### config.mk
export PLATFORM = sky130hd
export DESIGN_NAME = mem
export DESIGN_NICKNAME = d
export VERILOG_FILES = /design/src/rtl/mem.sv
export SDC_FILE = /design/constraint.sdc
export NUM_CORES = 1
export LEC_CHECK = 0
export ABC_AREA = 1
export CORE_ASPECT_RATIO = 0.5
export CORE_MARGIN = 3
export CORE_UTILIZATION = 40
export DETAILED_ROUTE_END_ITERATION = 10
export PLACE_DENSITY = 0.78
export RECOVER_POWER = 25
export SYNTH_ARGS = -nofsm -noshare
export SYNTH_HDL_FRONTEND = slang
export SYNTH_SLANG_ARGS = --single-unit
### constraint.sdc
create_clock -name clk -period 2.2 [get_ports clk]
set_input_delay 0.33 -clock clk [delete_from_list [all_inputs] [get_ports clk]]
set_output_delay 0.33 -clock clk [all_outputs]
set_load 0.02 [all_outputs]
### src/rtl/mem.sv
// Memory-access stage: EX/MEM register, req/ack data bus sequencing with
// upstream stall, load formatting, and the MEM/WB register.
module mem (
  input  logic        clk,
  input  logic        rst,
  input  logic        valid_i,
  input  logic [4:0]  rd_i,
  input  logic        regwe_i,
  input  logic [31:0] result_i,
  input  logic [3:0]  memop_i,
  input  logic [31:0] sdata_i,
  output logic        stall_o,
  output logic        dreq_o,
  output logic        dwe_o,
  output logic [31:0] daddr_o,
  output logic [3:0]  dbe_o,
  output logic [31:0] dwdata_o,
  input  logic [31:0] drdata_i,
  input  logic        dack_i,
  output logic [4:0]  ex_mem_rd,
  output logic        ex_mem_regwe,
  output logic [31:0] ex_mem_wbdata,
  output logic [4:0]  wb_rd,
  output logic        wb_regwe,
  output logic [31:0] wb_wbdata,
  output logic        misalign_o
);

  localparam logic [3:0] OP_LB  = 4'd1;
  localparam logic [3:0] OP_LH  = 4'd2;
  localparam logic [3:0] OP_LW  = 4'd3;
  localparam logic [3:0] OP_LBU = 4'd4;
  localparam logic [3:0] OP_LHU = 4'd5;
  localparam logic [3:0] OP_SB  = 4'd6;
  localparam logic [3:0] OP_SH  = 4'd7;
  localparam logic [3:0] OP_SW  = 4'd8;

  typedef enum logic {RUN, REQ} state_t;

  state_t      state_reg;
  logic        em_valid_reg;
  logic [4:0]  em_rd_reg;
  logic        em_regwe_reg;
  logic [31:0] em_result_reg;
  logic [3:0]  em_memop_reg;
  logic [31:0] em_sdata_reg;
  logic [4:0]  wb_rd_reg;
  logic        wb_regwe_reg;
  logic [31:0] wb_wbdata_reg;

  logic        is_load, is_store, is_mem;
  logic        size_byte, size_half, size_word;
  logic [1:0]  a;
  logic        misaligned;
  logic        mem_go;
  logic [3:0]  be_mask;
  logic [31:0] wdata_rep;
  logic [7:0]  rbyte [4];
  logic [7:0]  sel_byte;
  logic [15:0] sel_half;
  logic [31:0] load_data;

  assign a          = em_result_reg[1:0];
  assign is_load    = (em_memop_reg >= OP_LB) && (em_memop_reg <= OP_LHU);
  assign is_store   = (em_memop_reg >= OP_SB) && (em_memop_reg <= OP_SW);
  assign is_mem     = is_load || is_store;
  assign size_byte  = (em_memop_reg == OP_LB) || (em_memop_reg == OP_LBU) || (em_memop_reg == OP_SB);
  assign size_half  = (em_memop_reg == OP_LH) || (em_memop_reg == OP_LHU) || (em_memop_reg == OP_SH);
  assign size_word  = (em_memop_reg == OP_LW) || (em_memop_reg == OP_SW);
  assign misaligned = (size_half && a[0]) || (size_word && (a != 2'b00));

  // Only a valid, aligned memory op leaves RUN; everything else retires in one cycle.
  assign mem_go     = em_valid_reg && is_mem && !misaligned;
  assign misalign_o = (state_reg == RUN) && em_valid_reg && is_mem && misaligned;
  assign stall_o    = (state_reg == REQ) ? !dack_i : mem_go;

  always_comb begin
    be_mask   = 4'b1111;
    wdata_rep = em_sdata_reg;
    if (size_byte) begin
      be_mask   = 4'b0001 << a;
      wdata_rep = {4{em_sdata_reg[7:0]}};
    end else if (size_half) begin
      be_mask   = 4'b0011 << a;
      wdata_rep = {2{em_sdata_reg[15:0]}};
    end
  end

  always_comb begin
    dreq_o   = 1'b0;
    dwe_o    = 1'b0;
    daddr_o  = 32'd0;
    dbe_o    = 4'd0;
    dwdata_o = 32'd0;
    if (state_reg == REQ) begin
      dreq_o   = 1'b1;
      dwe_o    = is_store;
      daddr_o  = {em_result_reg[31:2], 2'b00};
      dbe_o    = be_mask;
      dwdata_o = wdata_rep;
    end
  end

  generate
    for (genvar gi = 0; gi < 4; gi++) begin : g_lane
      assign rbyte[gi] = drdata_i[8*gi +: 8];
    end
  endgenerate

  assign sel_byte = rbyte[a];
  assign sel_half = a[1] ? drdata_i[31:16] : drdata_i[15:0];

  always_comb begin
    load_data = drdata_i;
    case (em_memop_reg)
      OP_LB:   load_data = {{24{sel_byte[7]}}, sel_byte};
      OP_LBU:  load_data = {24'd0, sel_byte};
      OP_LH:   load_data = {{16{sel_half[15]}}, sel_half};
      OP_LHU:  load_data = {16'd0, sel_half};
      default: load_data = drdata_i;
    endcase
  end

  always_ff @(posedge clk) begin
    if (rst) begin
      state_reg     <= RUN;
      em_valid_reg  <= 1'b0;
      em_rd_reg     <= 5'd0;
      em_regwe_reg  <= 1'b0;
      em_result_reg <= 32'd0;
      em_memop_reg  <= 4'd0;
      em_sdata_reg  <= 32'd0;
      wb_rd_reg     <= 5'd0;
      wb_regwe_reg  <= 1'b0;
      wb_wbdata_reg <= 32'd0;
    end else begin
      if (!stall_o) begin
        em_valid_reg  <= valid_i;
        em_rd_reg     <= rd_i;
        em_regwe_reg  <= regwe_i;
        em_result_reg <= result_i;
        em_memop_reg  <= memop_i;
        em_sdata_reg  <= sdata_i;
      end
      case (state_reg)
        RUN: begin
          if (mem_go) begin
            state_reg <= REQ;
          end else begin
            wb_rd_reg     <= em_rd_reg;
            wb_regwe_reg  <= em_valid_reg && em_regwe_reg && !(is_mem && misaligned);
            wb_wbdata_reg <= em_result_reg;
          end
        end
        REQ: begin
          if (dack_i) begin
            state_reg     <= RUN;
            wb_rd_reg     <= em_rd_reg;
            wb_regwe_reg  <= is_load && em_regwe_reg;
            wb_wbdata_reg <= is_load ? load_data : em_result_reg;
          end
        end
        default: state_reg <= RUN;
      endcase
    end
  end

  // Loads are not forwarded from EX/MEM; their data only exists after the bus returns.
  assign ex_mem_rd     = em_rd_reg;
  assign ex_mem_regwe  = em_valid_reg && em_regwe_reg && !is_load;
  assign ex_mem_wbdata = em_result_reg;

  assign wb_rd     = wb_rd_reg;
  assign wb_regwe  = wb_regwe_reg;
  assign wb_wbdata = wb_wbdata_reg;

endmodule

* Yosys cells after proc, flatten, opt, wreduce, memory -nomap -nowiden
Index checks and enable logic that the tools add are counted.
Operators by class: order comparisons 5, reductions and logical operators 27, mux-type cells 28, equal/unequal tests 10, bitwise operators 2, shift operators 2
Operators by type and width (number):
- 2-to-1 mux 32 bit | 7
- one-hot mux 32 bit (4 select lines) | 1
- one-hot mux 32 bit (2 select lines) | 1
- binary-select mux 8 bit (select 2 bit) | 1
- equality test 4 x 3 -> 1 bit, second input constant | 4
- 2-to-1 mux 16 bit | 1
- 2-to-1 mux 8 bit | 2
- logical AND 1 bit | 14
- 2-to-1 mux 4 bit | 3
- 2-to-1 mux 5 bit | 2
- one-hot mux 5 bit (2 select lines) | 1
- equality test 4 x 2 -> 1 bit, second input constant | 2
- logical OR 1 bit | 7
- 2-to-1 mux 1 bit | 7
- equality test 4 x 1 -> 1 bit, second input constant | 1
- equality test 4 bit, second input constant | 1
- greater-or-equal comparator 4 x 1 -> 1 bit, second input constant | 1
- greater-or-equal comparator 4 x 3 -> 1 bit, second input constant | 1
- less-or-equal comparator 4 x 3 -> 1 bit, second input constant | 1
- less-or-equal comparator 4 bit, second input constant | 1
- logical NOT 1 bit | 4
- != test 2 bit, second input constant | 2
- one-hot mux 1 bit (2 select lines) | 2
- left shift 1 x 2 -> 4 bit, first input constant | 1
- other kinds (6) | 6
Word-level totals: register bits after elaboration 114, logic and storage cells 84

* Logic depth before layout (Yosys ltp)
Gate-level depths: netlist of run 1.
depth in word-level cells 10, depth in mapped cells 15, gate-level depth less buffers 13

* Worst setup path after synthesis of run 1
No wires, ideal clock.
kind register -> output, from register em_result_reg[1], in the netlist ex_mem_wbdata[1], to output stall_o, data arrival time 1894 ps, path slack -24 ps, cell stages (with the launch flop) 13, required time 1870 ps, cells stage by stage dfxtp_1 -> buf_2 -> inv_1 -> buf_1 -> ha_1 -> inv_1 -> nand2_1 -> nand2_2 -> inv_2 -> nand2_8 -> nand2_4 -> buf_8 -> buf_8
Between the ends: word-level cells in the longest chain between the ends 6
Ends and longest elaborated chain:
- start: declaration | RTL line 44 | logic [31:0] em_result_reg;
- start signal: assignment | RTL line 141 | em_result_reg <= result_i;
- nonzero test 2 bit | RTL line 70 | assign misaligned = (size_half && a[0]) || (size_word && (a != 2'b00));
- logical AND 1 bit | RTL line 70
- logical OR 1 bit | RTL line 70
- logical NOT 1 bit | RTL line 73 | assign mem_go = em_valid_reg && is_mem && !misaligned;
- logical AND 1 bit | RTL line 73
- 2-to-1 mux 1 bit | RTL line 75 | assign stall_o = (state_reg == REQ) ? !dack_i : mem_go;
- end: declaration | RTL line 12 | output logic stall_o,
No other way between the ends.

* Worst setup path in the final report of run 1
from register em_memop_reg[2], to output stall_o
Between the ends: word-level cells in the longest chain between the ends 8
Ends and longest elaborated chain:
- start: declaration | RTL line 45 | logic [3:0] em_memop_reg;
- start signal: assignment | RTL line 142 | em_memop_reg <= memop_i;
- parallel branches: the longest is 6 deep, another holds greater-or-equal comparator 4 x 1 -> 1 bit
- logical AND 1 bit * | RTL line 73
- 2-to-1 mux 1 bit * | RTL line 75
Mark *: on every way between the ends.

==> flow_summary.json, run 1 <==
{
  "final_nets": 1405,
  "start_util_pct": 42.2,
  "syn_to_final_growth_pct": 59.7,
  "grt_max_degree": 42,
  "timing.setup.tns_ns": -0.00307,
  "p_clk_share_pct": 32.2,
  "cpMaxStageDelayCell": "dfxtp_4",
  "mappedNetlistArea_um2": 6300,
  "first_pass_iters": 5,
  "status": "complete, but fails checks",
  "drv_cap": 0,
  "ctsLongestPathBuffers": 2,
  "pwr-share-comb_pct": 37.3,
  "post-route-period-util_pct": 100,
  "critPathKind": "flip-flop to output pin",
  "ys_ff_latch": 114,
  "min_period_ns": 2.20,
  "hpwlAfterDp_um": 17100,
  "drt-total-wl_um": 23700,
  "final_cell_mix": "nand2_1 (227), nor2_1 (211), clkdlybuf4s50_1 (143)",
  "crit_path_max_incr_delay_ns": 0.40,
  "port_buffers": 255,
  "hp-class": "flip-flop to flip-flop",
  "slew_viol_final": 0,
  "die_area_um2": 17400,
  "syn_avg_cell_area_um2": 6.19,
  "rsz0062_at_grt": "true",
  "final_hold_viol_count": 0,
  "path_max_fanout": 8,
  "synth_seq_area_share_pct": 36.2,
  "ir_drop_mv": 0.564,
  "worstPathCellList": "inv_4 > nor2_4 > nand2_2 > nand2_4 > buf_12 > nand2_4 > nand2_2 > inv_2 > buf_6 > nand2_8 > nand2_8 > buf_12",
  "switchingPower_mw": 3.31,
  "grt_pass1_wl_um": 36200,
  "die_x_um": 183,
  "critPathArrivalTime_ns": 1.87,
  "fin_ws_ns": -0.00307,
  "clk_latency_ns": 0.42,
  "power_density_nw_per_um2": 873,
  "diodes": 0,
  "first_iter_violations": 551,
  "finalSetupViolCount": 1,
  "fin_worst_skew_ns": 0.00854,
  "final_area_um2": 10100,
  "cp-start-kind": "flip-flop",
  "clock_sinks": 114,
  "vias_per_cell": 5.02,
  "grt_overflow_total": 0,
  "cts_tree": "yes",
  "max_freq_ghz": 0.454,
  "layout-drive-gt1-share_pct": 14.5,
  "root_buffer": "clkbuf_16",
  "die_y_um": 94.7,
  "cp_data_required_time_ns": 1.87,
  "clkTransAtPathRegs_ns": 0.06,
  "violations": "setup timing",
  "cts_buffers": 17,
  "rows": 31,
  "final_common_cell": "nand2_1",
  "routedWlPerCell_um": 15.7,
  "setup.worst_path.end_class": "output pin",
  "antenna_found_initial": 0,
  "ys_warn_count": 0,
  "whs_ns": 0.445,
  "netSwitchingFraction_pct": 37.7,
  "io_pins": 258,
  "place.gp.congestion": 0.922,
  "holdBufCountCts": 0,
  "h-tree-depth": 4,
  "synthDistinctLibCells": 32,
  "place_area_um2": 9200,
  "power_mw": 8.78,
  "core_area_um2": 14900,
  "sequentialPowerShare_pct": 30.5,
  "power_leakage_nw": 5.47,
  "drc": 0,
  "first_global_vias": 7065,
  "internal_power_mw": 5.47,
  "pre_cts_ws_ns": -0.163,
  "track_usage_pct": 26.1,
  "syn_inst": 1017,
  "vias": 7536,
  "ant_nets": 0
}
## critical path, delay by kind of cell, from the launching register on
kind	cells	cell delay (ns)
flip-flops	1	0.40
buffers and inverters	5	0.47
AND/OR/NAND/NOR	7	0.59
## cells in the mapped netlist, drive strengths merged
cell	number	share of area (%)
o21ai	126	10
inv	109	6.5
nand3b	1	0.12
buf	35	3.9
a21oi	37	2.9
ha	4	0.79
dfxtp	114	36
nand2	244	15
conb	1	0.060
nor2	231	15
o22ai	7	0.70
and2	1	0.099
o21a	13	1.6
clkbuf	30	1.8
nand4	1	0.099
or2	5	0.50
o21bai	1	0.12
nand3	56	4.5
o211ai	1	0.12
## per-stage QoR
stage	util [%]	instances
3_5_place_dp	61.6	1457
6_report	67.3	1502
4_1_cts	65.3	1490
3_3_place_gp	61.6	1457
5_1_grt	67.3	1502
2_1_floorplan	-	1018
## layout make-up
class / count / area, um^2
Clock buffer: 17 / 425
Clock inverter: 15 / 173
Fill cell: 1318 / 4880
Inverter: 109 / 418
Multi-Input combinational cell: 731 / 3350
Sequential cell: 114 / 2300
Tap cell: 198 / 248
Timing Repair Buffer: 317 / 3130
Timing Repair inverter: 1 / 7.51
## metal layers
layer	wire length (um)	track usage, %	share of wire, %
met2	11400	45.8	48
met1	9750	31.5	41
met5	0	0	0
met4	468	8.23	2.0
met3	2060	6.96	8.7
## power groups by stage
| stage | logic, mW | clock network (mW) | registers [mW] |
|---|---|---|---|
| 2_1_floorplan | 1.58 | 0 | 2.89 |
| 3_3_place_gp | 3.06 | 0 | 2.70 |
| 3_5_place_dp | 3.12 | 0 | 2.71 |
| 4_1_cts | 3.14 | 2.85 | 2.68 |
| 5_1_grt | 3.57 | 2.96 | 2.72 |
| 6_report | 3.27 | 2.83 | 2.68 |
## kinds of logic after synthesis
group                    count (synthesis)  share of synthesized area, %
AO/OA/AOI/OAI                          185                          15.5
adder cells (fa/ha/maj)                  4                         0.795
buffers and inverters                  174                          12.2
flip-flops                             114                          36.2
other                                    1                        0.0596
AND/OR/NAND/NOR                        539                          35.2
## final timing paths
check                  startpoint               to  slack (ns)  cells past startpoint
hold / removal      wb_wbdata[31]    wb_wbdata[31]        0.44                      2
setup / recovery  em_memop_reg[2]          stall_o      -0.003                     12
hold reg to reg     wb_wbdata[31]    wb_wbdata[31]        0.44                      2
setup reg to reg  em_memop_reg[3]  em_memop_reg[2]        0.05                     14
## what timing repair did
action | CTS | global route
buffers inserted | 1 | 9
cloned | 0 | 3
pin swaps | 0 | 25
gates resized for setup | 130 | 96
endpoints found under the setup margin | 73 | 92
Note: power is estimated with default switching activity, not from simulation.
==> inputs of run 2 (changes only) <==
--- a/config.mk
+++ b/config.mk
@@ -9,6 +9,7 @@
 export CORE_ASPECT_RATIO = 0.5
 export CORE_MARGIN = 3
 export CORE_UTILIZATION = 40
+export CTS_BUF_LIST = sky130_fd_sc_hd__clkbuf_4 sky130_fd_sc_hd__clkbuf_8 sky130_fd_sc_hd__clkbuf_16
 export DETAILED_ROUTE_END_ITERATION = 10
 export PLACE_DENSITY = 0.78
 export RECOVER_POWER = 25
==> results of run 2 <==
Same layout as run 1: the final DEF is identical, and so are final timing and power.
